===== src/rtl/fir_pkg.sv =====
// rtl/fir_pkg.sv - shared FIR widths and the output saturation helper
package fir_pkg;

    localparam int FIR_DOUT_W  = 29;
    localparam int SINK_DOUT_W = 12;

    // True when t does not fit in out_w unsigned bits, i.e. t > 2^out_w - 1.
    function automatic logic sat_over(input logic [63:0] t, input int out_w);
        return (t >> out_w) != 64'd0;
    endfunction

endpackage


===== src/rtl/fir_out_sink_fifo.sv =====
// rtl/fir_out_sink_fifo.sv - synchronous show-ahead FIFO with level, full and empty
module fir_out_sink_fifo #(
    parameter int DW    = 12,
    parameter int DEPTH = 8
)(
    input  logic                     clk,
    input  logic                     rstn,
    input  logic                     i_clr,
    input  logic                     i_wr_en,
    input  logic [DW-1:0]            i_wr_data,
    input  logic                     i_rd_en,
    output logic [DW-1:0]            o_rd_data,
    output logic [$clog2(DEPTH):0]   o_level,
    output logic                     o_full,
    output logic                     o_empty
);

    localparam int AW = $clog2(DEPTH);
    localparam int LW = AW + 1;

    logic [DW-1:0] r_mem [DEPTH];
    logic [AW-1:0] r_wptr;
    logic [AW-1:0] r_rptr;
    logic [LW-1:0] r_level;
    logic          w_wr;
    logic          w_rd;

    assign o_full  = (r_level == LW'(DEPTH));
    assign o_empty = (r_level == '0);
    assign o_level = r_level;

    // A read needs data; a write into a full FIFO only lands when a read frees a slot.
    assign w_rd = i_rd_en && !o_empty && !i_clr;
    assign w_wr = i_wr_en && (!o_full || w_rd) && !i_clr;

    // Head is forced to zero when empty so the output never shows stale storage.
    assign o_rd_data = o_empty ? '0 : r_mem[r_rptr];

    // Storage array; contents are only observable through a non-empty head.
    always_ff @(posedge clk) begin
        if (w_wr) begin
            r_mem[r_wptr] <= i_wr_data;
        end
    end

    // Pointers wrap naturally; level counts independently so full and empty are unambiguous.
    always_ff @(posedge clk or negedge rstn) begin
        if (!rstn) begin
            r_wptr  <= '0;
            r_rptr  <= '0;
            r_level <= '0;
        end else if (i_clr) begin
            r_wptr  <= '0;
            r_rptr  <= '0;
            r_level <= '0;
        end else begin
            if (w_wr) begin
                r_wptr <= r_wptr + AW'(1);
            end
            if (w_rd) begin
                r_rptr <= r_rptr + AW'(1);
            end
            case ({w_wr, w_rd})
                2'b10:   r_level <= r_level + LW'(1);
                2'b01:   r_level <= r_level - LW'(1);
                default: r_level <= r_level;
            endcase
        end
    end

endmodule


===== src/rtl/fir_out_sink.sv =====
// rtl/fir_out_sink.sv - FIR result decimate/scale/buffer stage; FIR_OUT_SINK_ROUND_EN selects round-half-up scaling
module fir_out_sink
    import fir_pkg::*;
#(
    parameter int DIN_W      = FIR_DOUT_W,
    parameter int DOUT_W     = SINK_DOUT_W,
    parameter int SHIFT      = 11,
    parameter int DECIM      = 4,
    parameter int FIFO_DEPTH = 8
)(
    input  logic                           clk,
    input  logic                           rstn,
    input  logic                           valid_in,
    input  logic [DIN_W-1:0]               din,
    input  logic                           clr,
    output logic                           dout_valid,
    input  logic                           dout_ready,
    output logic [DOUT_W-1:0]              dout,
    output logic [$clog2(FIFO_DEPTH):0]    fifo_level,
    output logic                           sat,
    output logic                           ovf
);

    localparam int PH_W = (DECIM > 1) ? $clog2(DECIM) : 1;
    localparam int SW   = DIN_W + 1;

    logic [PH_W-1:0]   r_ph;
    logic              r_s1_valid;
    logic [DOUT_W-1:0] r_s1_data;
    logic              r_sat;
    logic              r_ovf;

    logic              w_keep;
    logic [SW-1:0]     w_sum;
    logic [SW-1:0]     w_t;
    logic              w_over;
    logic [DOUT_W-1:0] w_scaled;
    logic              w_rd;
    logic              w_full;
    logic              w_empty;

    // Keep the first result of every DECIM-long group; a strobe under clr is discarded.
    assign w_keep = valid_in && (r_ph == '0) && !clr;

    // One extra bit so the rounding add can never wrap.
`ifdef FIR_OUT_SINK_ROUND_EN
    generate
        if (SHIFT > 0) begin : g_round
            assign w_sum = {1'b0, din} + (SW'(1) << (SHIFT - 1));
        end else begin : g_no_round
            assign w_sum = {1'b0, din};
        end
    endgenerate
`else
    assign w_sum = {1'b0, din};
`endif

    assign w_t      = w_sum >> SHIFT;
    assign w_over   = sat_over(64'(w_t), DOUT_W);
    assign w_scaled = w_over ? '1 : w_t[DOUT_W-1:0];

    // Decimation phase advances on every strobe and restarts on clr.
    always_ff @(posedge clk or negedge rstn) begin
        if (!rstn) begin
            r_ph <= '0;
        end else if (clr) begin
            r_ph <= '0;
        end else if (valid_in) begin
            r_ph <= (r_ph == PH_W'(DECIM - 1)) ? '0 : r_ph + PH_W'(1);
        end
    end

    // Scale stage register; sat pulses alongside the clipped sample's s1_valid.
    always_ff @(posedge clk or negedge rstn) begin
        if (!rstn) begin
            r_s1_valid <= 1'b0;
            r_s1_data  <= '0;
            r_sat      <= 1'b0;
        end else if (clr) begin
            r_s1_valid <= 1'b0;
            r_sat      <= 1'b0;
        end else begin
            r_s1_valid <= w_keep;
            r_sat      <= w_keep && w_over;
            if (w_keep) begin
                r_s1_data <= w_scaled;
            end
        end
    end

    assign w_rd = !w_empty && dout_ready && !clr;

    // Sticky drop flag: a scaled sample arrived at a full FIFO with nothing leaving.
    always_ff @(posedge clk or negedge rstn) begin
        if (!rstn) begin
            r_ovf <= 1'b0;
        end else if (clr) begin
            r_ovf <= 1'b0;
        end else if (r_s1_valid && w_full && !w_rd) begin
            r_ovf <= 1'b1;
        end
    end

    fir_out_sink_fifo #(
        .DW    (DOUT_W),
        .DEPTH (FIFO_DEPTH)
    ) u_fifo (
        .clk       (clk),
        .rstn      (rstn),
        .i_clr     (clr),
        .i_wr_en   (r_s1_valid),
        .i_wr_data (r_s1_data),
        .i_rd_en   (w_rd),
        .o_rd_data (dout),
        .o_level   (fifo_level),
        .o_full    (w_full),
        .o_empty   (w_empty)
    );

    assign dout_valid = !w_empty;
    assign sat        = r_sat;
    assign ovf        = r_ovf;

endmodule


===== config.mk =====
export PLATFORM = sky130hd
export DESIGN_NAME = fir_out_sink
export DESIGN_NICKNAME = d
export VERILOG_FILES = /design/src/rtl/fir_pkg.sv /design/src/rtl/fir_out_sink_fifo.sv /design/src/rtl/fir_out_sink.sv
export SDC_FILE = /design/constraint.sdc
export NUM_CORES = 1
export LEC_CHECK = 0
export BUFFER_PORTS_ARGS = -buffer_cell sky130_fd_sc_hd__buf_4
export CORE_MARGIN = 2
export CORE_UTILIZATION = 60
export DETAILED_ROUTE_END_ITERATION = 10
export MAX_ROUTING_LAYER = met4
export PLACE_DENSITY_LB_ADDON = 0.25
export SKIP_LAST_GASP = 1
export SYNTH_ARGS = -nofsm -noshare
export SYNTH_HDL_FRONTEND = slang
export SYNTH_SLANG_ARGS = --single-unit

===== constraint.sdc =====
create_clock -name clk -period 7 [get_ports clk]
set_input_delay 1.4 -clock clk [delete_from_list [all_inputs] [get_ports clk]]
set_output_delay 1.4 -clock clk [all_outputs]
set_load 0.01 [all_outputs]

==> impl_metrics.tcl, run 1 <==
set metrics [dict create \
    status "finished clean" \
    num_rows 33 \
    ys.flop_type "edfxtp_1" \
    placeableCoreArea_sq_um 8220 \
    grt_busiest_layer "met2" \
    crit_required_ns 5.60 \
    ir_drop_uv 252 \
    end_kind "primary output" \
    worstPathCellList "mux4_2, mux2i_1, nor2_1, buf_4" \
    ys_top_cells_by_area "edfxtp_1 57%, dfrtp_1 13%, mux4_2 11%" \
    vias 2823 \
    drive_gt1_share_pct 30.7 \
    finalHoldViolCount 0 \
    dp_slack_ns 3.59 \
    nets 401 \
    initial_core_util_pct 62.0 \
    synth_edf_count 96 \
    clock_path_buffers 2 \
    setup_viol 0 \
    antenna_left 0 \
    drv_cap 0 \
    post_drt_wl_per_cell_microns 21.1 \
    yosysTopAreaCellShare_pct 56.6 \
    via_per_inst 5.89 \
    cts_buffers 17 \
    setup-tns-final_ns 0 \
    die_h_microns 96.2 \
    wl_microns 10100 \
    grt_pass1_vias 2972 \
    grtUsageMet2_pct 40.6 \
    postCtsSetupRepairBufs 0 \
    ys_ff_latch 123 \
    h-tree-depth 4 \
    dpl.cell_count 447 \
    critPathMaxStageDelay_ns 1.08 \
    cp-start-kind "flip-flop" \
    crit_type "flip-flop to primary output" \
    antenna_found_initial 0 \
    synth_nets 350 \
    clock-sinks 123 \
    rsz0062_at_grt "false" \
    grt_overflow 0 \
    p_leak_nw 2.12 \
    cts.clk_slew.worst_paths_ns 0.06 \
    gr-usage-met1_pct 31.9 \
    slowest_stage "dfrtp_1" \
    synth_area_sq_um 5100 \
    synth_cell_types 45 \
    slew_headroom_pct 24.6 \
    layout_commonest_cell "edfxtp_1" \
    place.gp.congestion 0.740 \
    netlist_instances 310 \
    grt_start_max_net_pins 28 \
    first_pass_iters 4 \
    ys_warn_count 0 \
    dieArea_sq_um 9250 \
    power.total_mw 2.22 \
    maxSlewViolCount 0 \
    post_layout_nonfiller_instances 479 \
    async_flop_share_pct 22.0 \
    seq_area_frac_synth_pct 69.8 \
    power.density_nw_per_um2 362 \
    arrival_ns 2.50 \
    fill_cells 484 \
    period_share_pct 55.7 \
    route.detailed.drc 0 \
    die_w_microns 96.2 \
    syn2layout_area_growth_pct 20.4 \
    synth_area_per_cell_sq_um 16.4 \
    grt_use_met3_pct 7.20 \
    cts_tree "built" \
    finish.utilization_pct 74.7 \
    final_cell_mix "96 x edfxtp_1, 54 x nor2_1, 50 x buf_4" \
    multi_input_area_sq_um 1420 \
    cts-resized-gates 0 \
    min_path_type "flip-flop to flip-flop" \
    clock_latency_ns 0.53 \
    cts_hold_buf 0 \
    dp_hpwl_microns 5690 \
    grt_usage_pct 25.7 \
    cts_root_buffer "clkbuf_8" \
    synth_area_leader_cell "edfxtp_1" \
    cp_max_fo 26 \
    tightestPinTransition_ns 1.13 \
    regToRegSetupSlack_ns 4.47 \
    post-route-min-period_ns 3.90 \
    grt_pass1_wl_microns 15800 \
    worst_slack_ns 3.10 \
    initialDrtViolationCount 170 \
    portBuffers 41 \
    num_io_pins 53 \
    regArea_sq_um 3560 \
    fin_skew_ns 0.00764 \
    antenna_cells 0 \
    fmax_mhz 256 \
]
[registers in the layout, summed over array words and instances, names as in the netlist, 2 cells and up]
name            flops
u_fifo.r_rptr       3
u_fifo.r_mem       96
u_fifo.o_level      4
r_ph                2
r_s1_data          12
u_fifo.r_wptr       3
[critical path, delay by kind of cell (launching register included)]
| family | cells | cell delay [ns] |
|---|---|---|
| multiplexers | 2 | 0.66 |
| buffers and inverters | 1 | 0.17 |
| flip-flops | 1 | 1.08 |
| AND/OR/NAND/NOR | 1 | 0.06 |
[stage by stage]
step | area [sq um] | hold WS (ns)
5_1_grt | 6140 | 0.558
3_5_place_dp | 5510 | 0.507
6_report | 6140 | 0.508
2_1_floorplan | 5100 | 0.513
3_3_place_gp | 5510 | 0.489
4_1_cts | 6140 | 0.523
[metal layers]
layer / wire length, microns / part of all wire, %
met1: 4090 / 41
met2: 5200 / 51
met3: 663 / 6.6
met4: 144 / 1.4
met5: 0 / 0
[Yosys cell counts, types with 2 or more instances]
master,instances
edfxtp_1,96
nor2_1,54
dfrtp_1,27
mux4_2,24
mux2i_1,15
a21oi_1,14
buf_2,9
ha_1,6
nor3_1,6
xor2_1,5
clkbuf_1,4
inv_1,4
nand2_1,4
mux2_1,3
nand3_1,3
nor2b_1,3
buf_1,2
buf_4,2
inv_2,2
nand2b_1,2
[layout make-up]
cell class,instances,share of cell area [%]
clock buffers,17,6.75
clock inverters,15,3.45
inverters,6,0.367
multi-input cells,163,23.2
flip-flops and latches,123,58.0
well taps,105,2.14
repair buffers,50,6.12
[final timing paths]
check                                              start                             to  cells after the start
max                         u_fifo.r_rptr[1]$_DFFE_PN0P_                        dout[5]                      4
min                                      ovf$_DFFE_PN0P_                ovf$_DFFE_PN0P_                      2
max reg2reg                u_fifo.o_level[3]$_DFFE_PN0P_  u_fifo.o_level[3]$_DFFE_PN0P_                      7
max in group asynchronous                           rstn       r_s1_data[0]$_DFFE_PN0P_                      1
min in group asynchronous                           rstn            r_ph[1]$_DFFE_PN0P_                      1
min reg2reg                              ovf$_DFFE_PN0P_                ovf$_DFFE_PN0P_                      2
[power by group]
part	total (mW)	switching, mW	internal (mW)
clock	0.919	0.334	0.585
sequential	0.845	0.0463	0.799
combinational	0.460	0.219	0.241
[logic make-up (layout without fill, tap and decap cells)]
| logic type | after synthesis | count (layout) | synth area share, % |
|---|---|---|---|
| xor+xnor | 6 | 6 | 1.03 |
| buf+inv | 24 | 88 | 2.28 |
| fa+ha+maj | 6 | 6 | 1.47 |
| flops | 123 | 123 | 69.8 |
| simple gates | 83 | 83 | 7.39 |
| compound gates | 26 | 26 | 3.80 |
| mux | 42 | 42 | 14.2 |
(Power assumes the default switching activity.)
==> run 2: changes to the inputs <==
--- a/config.mk
+++ b/config.mk
@@ -5,9 +5,10 @@
 export SDC_FILE = /design/constraint.sdc
 export NUM_CORES = 1
 export LEC_CHECK = 0
+export ABC_AREA = 1
 export BUFFER_PORTS_ARGS = -buffer_cell sky130_fd_sc_hd__buf_4
 export CORE_MARGIN = 2
-export CORE_UTILIZATION = 60
+export CORE_UTILIZATION = 58
 export DETAILED_ROUTE_END_ITERATION = 10
 export MAX_ROUTING_LAYER = met4
 export PLACE_DENSITY_LB_ADDON = 0.25
==> constraint.sdc (replaced) <==
create_clock -name clk -period 4 [get_ports clk]
set_input_delay 0.8 -clock clk [delete_from_list [all_inputs] [get_ports clk]]
set_output_delay 0.8 -clock clk [all_outputs]
set_load 0.01 [all_outputs]
==> run 2 against run 1 <==
Effect of this change:
- synthesized cell count increased by 42%
- non-clock buffer count increased by 1
- critical path type unchanged
- largest power group is now registers
- flip-flop and latch count is the same
==> impl_metrics.tcl, run 2 <==
set metrics [dict create \
    worst_slack_ns 0.806 \
    arrival_ns 2.39 \
    highest_layer "met4" \
    maxSlewViolCount 0 \
    antenna_found_initial 0 \
    num_rows 34 \
    via_per_inst 5.73 \
    antenna_left 0 \
    nets 529 \
    dieArea_sq_um 9650 \
    route.met3.wl_microns 726 \
    num_io_pins 53 \
    top_register "u_fifo.r_mem" \
    route.detailed.drc 0 \
    ys_ff_latch 123 \
    cp_max_fo 25 \
    postCtsSetupRepairBufs 0 \
    crit_required_ns 3.20 \
    grt_start_max_net_pins 52 \
    netlist_instances 441 \
    whs_ns 0.188 \
    synth_area_per_cell_sq_um 11.7 \
    first_pass_iters 5 \
    wl_microns 11000 \
    synth_nets 481 \
    crit_type "flip-flop to primary output" \
    final_cell_mix "96 x edfxtp_1, 86 x nor2_1, 72 x o21ai_0" \
    cts_tree "built" \
    cts_buffers 17 \
    setup-tns-final_ns 0 \
    cts.clk_slew.worst_paths_ns 0.06 \
    ys_top_cells_by_area "edfxtp_1 56%, dfrtp_1 13%, o21ai_0 7.0%" \
    rsz0062_at_grt "false" \
    finalHoldViolCount 0 \
    ys.flop_type "edfxtp_1" \
    grt_usage_pct 25.3 \
    cp-start-kind "flip-flop" \
    multi_input_area_sq_um 1390 \
    setup_viol 0 \
    met2_length_microns 5540 \
    synth_cell_types 30 \
    postPlaceCellArea_sq_um 5540 \
    worstPathBufferInverterCount 2 \
    dp_hpwl_microns 6060 \
    clock-sinks 123 \
    initial_core_util_pct 59.3 \
    place.gp.congestion 0.808 \
    ys_warn_count 0 \
    h-tree-depth 4 \
    vias 3498 \
    fill_cells 594 \
    power.density_nw_per_um2 696 \
    yosys-top-cells-count "96 x edfxtp_1, 86 x nor2_1, 72 x o21ai_0" \
    path_common_cell "o21ai_0" \
    fin_skew_ns 0.00523 \
    dp_slack_ns 1.41 \
    grt_pass1_vias 3512 \
    fmax_mhz 313 \
    drive_gt1_share_pct 20.7 \
    min_path_type "primary input to asynchronous set/reset pin" \
    die_h_microns 98.2 \
    async_flop_share_pct 22.0 \
    period_share_pct 79.9 \
    tightestPinTransition_ns 0.856 \
    regArea_sq_um 3560 \
    synth_edf_count 96 \
    layout_commonest_cell "edfxtp_1" \
    clock_latency_ns 0.52 \
    end_kind "primary output" \
    status "finished clean" \
    slew_headroom_pct 42.9 \
    synth_area_sq_um 5150 \
    cts-resized-gates 0 \
    path_delay_family "compound AO/OA/AOI/OAI gates" \
    grt_pass1_wl_microns 17700 \
    portBuffers 41 \
    antenna_cells 0 \
    wl_met1_microns 4490 \
    synthMostInstantiatedCell "edfxtp_1" \
    cts_root_buffer "clkbuf_8" \
    critPathMaxStageDelay_ns 0.58 \
    cts_hold_buf 0 \
    clock_path_buffers 2 \
    largest_reg_flops 96 \
    slowest_stage "inv_1" \
    syn2layout_area_growth_pct 18.8 \
    p_leak_nw 2.35 \
    synth_area_leader_cell "edfxtp_1" \
    worstPathCellList "inv_1, o21ai_0, o22ai_1, o21ai_0, a31oi_1, buf_4" \
    drv_cap 0 \
    yosysTopAreaCellShare_pct 56.0 \
    finalInstanceArea_sq_um 6120 \
    post-route-min-period_ns 3.19 \
    seq_area_frac_synth_pct 69.1 \
    grt_overflow 0 \
    post_drt_wl_per_cell_microns 18.1 \
    placeableCoreArea_sq_um 8680 \
    initialDrtViolationCount 332 \
    die_w_microns 98.2 \
    ir_drop_uv 437 \
]
run 2: cell count changes after synthesis, moves of 12 or more:
cell     previous run  this run
mux2i_1            15         0
a31oi_1             0        13
nand2_1             4        45
o22ai_1             0        12
nor2_1             54        86
mux4_2             24         0
o21ai_0             1        72
run 2: power by group:
group / internal (mW) / total (mW) / switching [mW]
clock network: 0.900 / 1.49 / 0.586
registers: 1.50 / 1.61 / 0.110
logic: 0.434 / 1.16 / 0.727
total: 2.83 / 4.26 / 1.42
run 2: logic make-up after synthesis:
| logic type | after synthesis | synth area share, % |
|---|---|---|
| buf+inv | 41 | 3.94 |
| flops | 123 | 69.1 |
| compound gates | 111 | 11.4 |
| simple gates | 158 | 13.8 |
| xor+xnor | 2 | 0.340 |
| fa+ha+maj | 6 | 1.46 |
run 2: stage by stage:
| stage | instances | utilization, % | total power, mW |
|---|---|---|---|
| after detailed placement | 578 | 63.8 | 2.77 |
| after floorplan | 441 | - | 2.35 |
| final | 610 | 70.5 | 4.26 |
| after CTS | 610 | 70.5 | 4.26 |
| after global placement | 578 | 63.8 | 2.74 |
| after global routing | 610 | 70.5 | 4.47 |
run 2: per-layer routing:
layer / vias up / track usage [%]
met5: - / -
met4: 0 / 11.1
met3: 26 / 6.23
met2: 140 / 39.9
met1: 1671 / 31.4
li1: 1661 / -
run 2: area by class of cell:
| cell class | instances | share of cell area [%] |
|---|---|---|
| inverters | 19 | 1.17 |
| repair buffers | 51 | 6.26 |
| well taps | 108 | 2.21 |
| clock buffers | 18 | 6.83 |
| flip-flops and latches | 123 | 58.2 |
| multi-input cells | 277 | 22.7 |
| clock inverters | 14 | 2.66 |
run 2: worst paths after layout:
path | start | endpoint | slack (ns) | depth (start not counted)
worst min-delay path | rstn | u_fifo.r_wptr[0]$_DFFE_PN0P_ | 0.19 | 1
worst max register to register | u_fifo.o_level[3]$_DFFE_PN0P_ | u_fifo.r_mem[2][11]$_DFFE_PP_ | 1.89 | 9
min in group clk | ovf$_DFFE_PN0P_ | ovf$_DFFE_PN0P_ | 0.51 | 2
max in group asynchronous | rstn | r_s1_data[8]$_DFFE_PN0P_ | 3.55 | 1
worst max-delay path | u_fifo.r_rptr[1]$_DFFE_PN0P_ | dout[11] | 0.81 | 6
worst min register to register | ovf$_DFFE_PN0P_ | ovf$_DFFE_PN0P_ | 0.51 | 2
run 2: worst reg2reg max path, delay by kind of cell (launching register included):
family | cells | cell delay, ns
buffers and inverters | 1 | 0.27
flip-flops | 1 | 0.46
AND/OR/NAND/NOR | 8 | 1.06
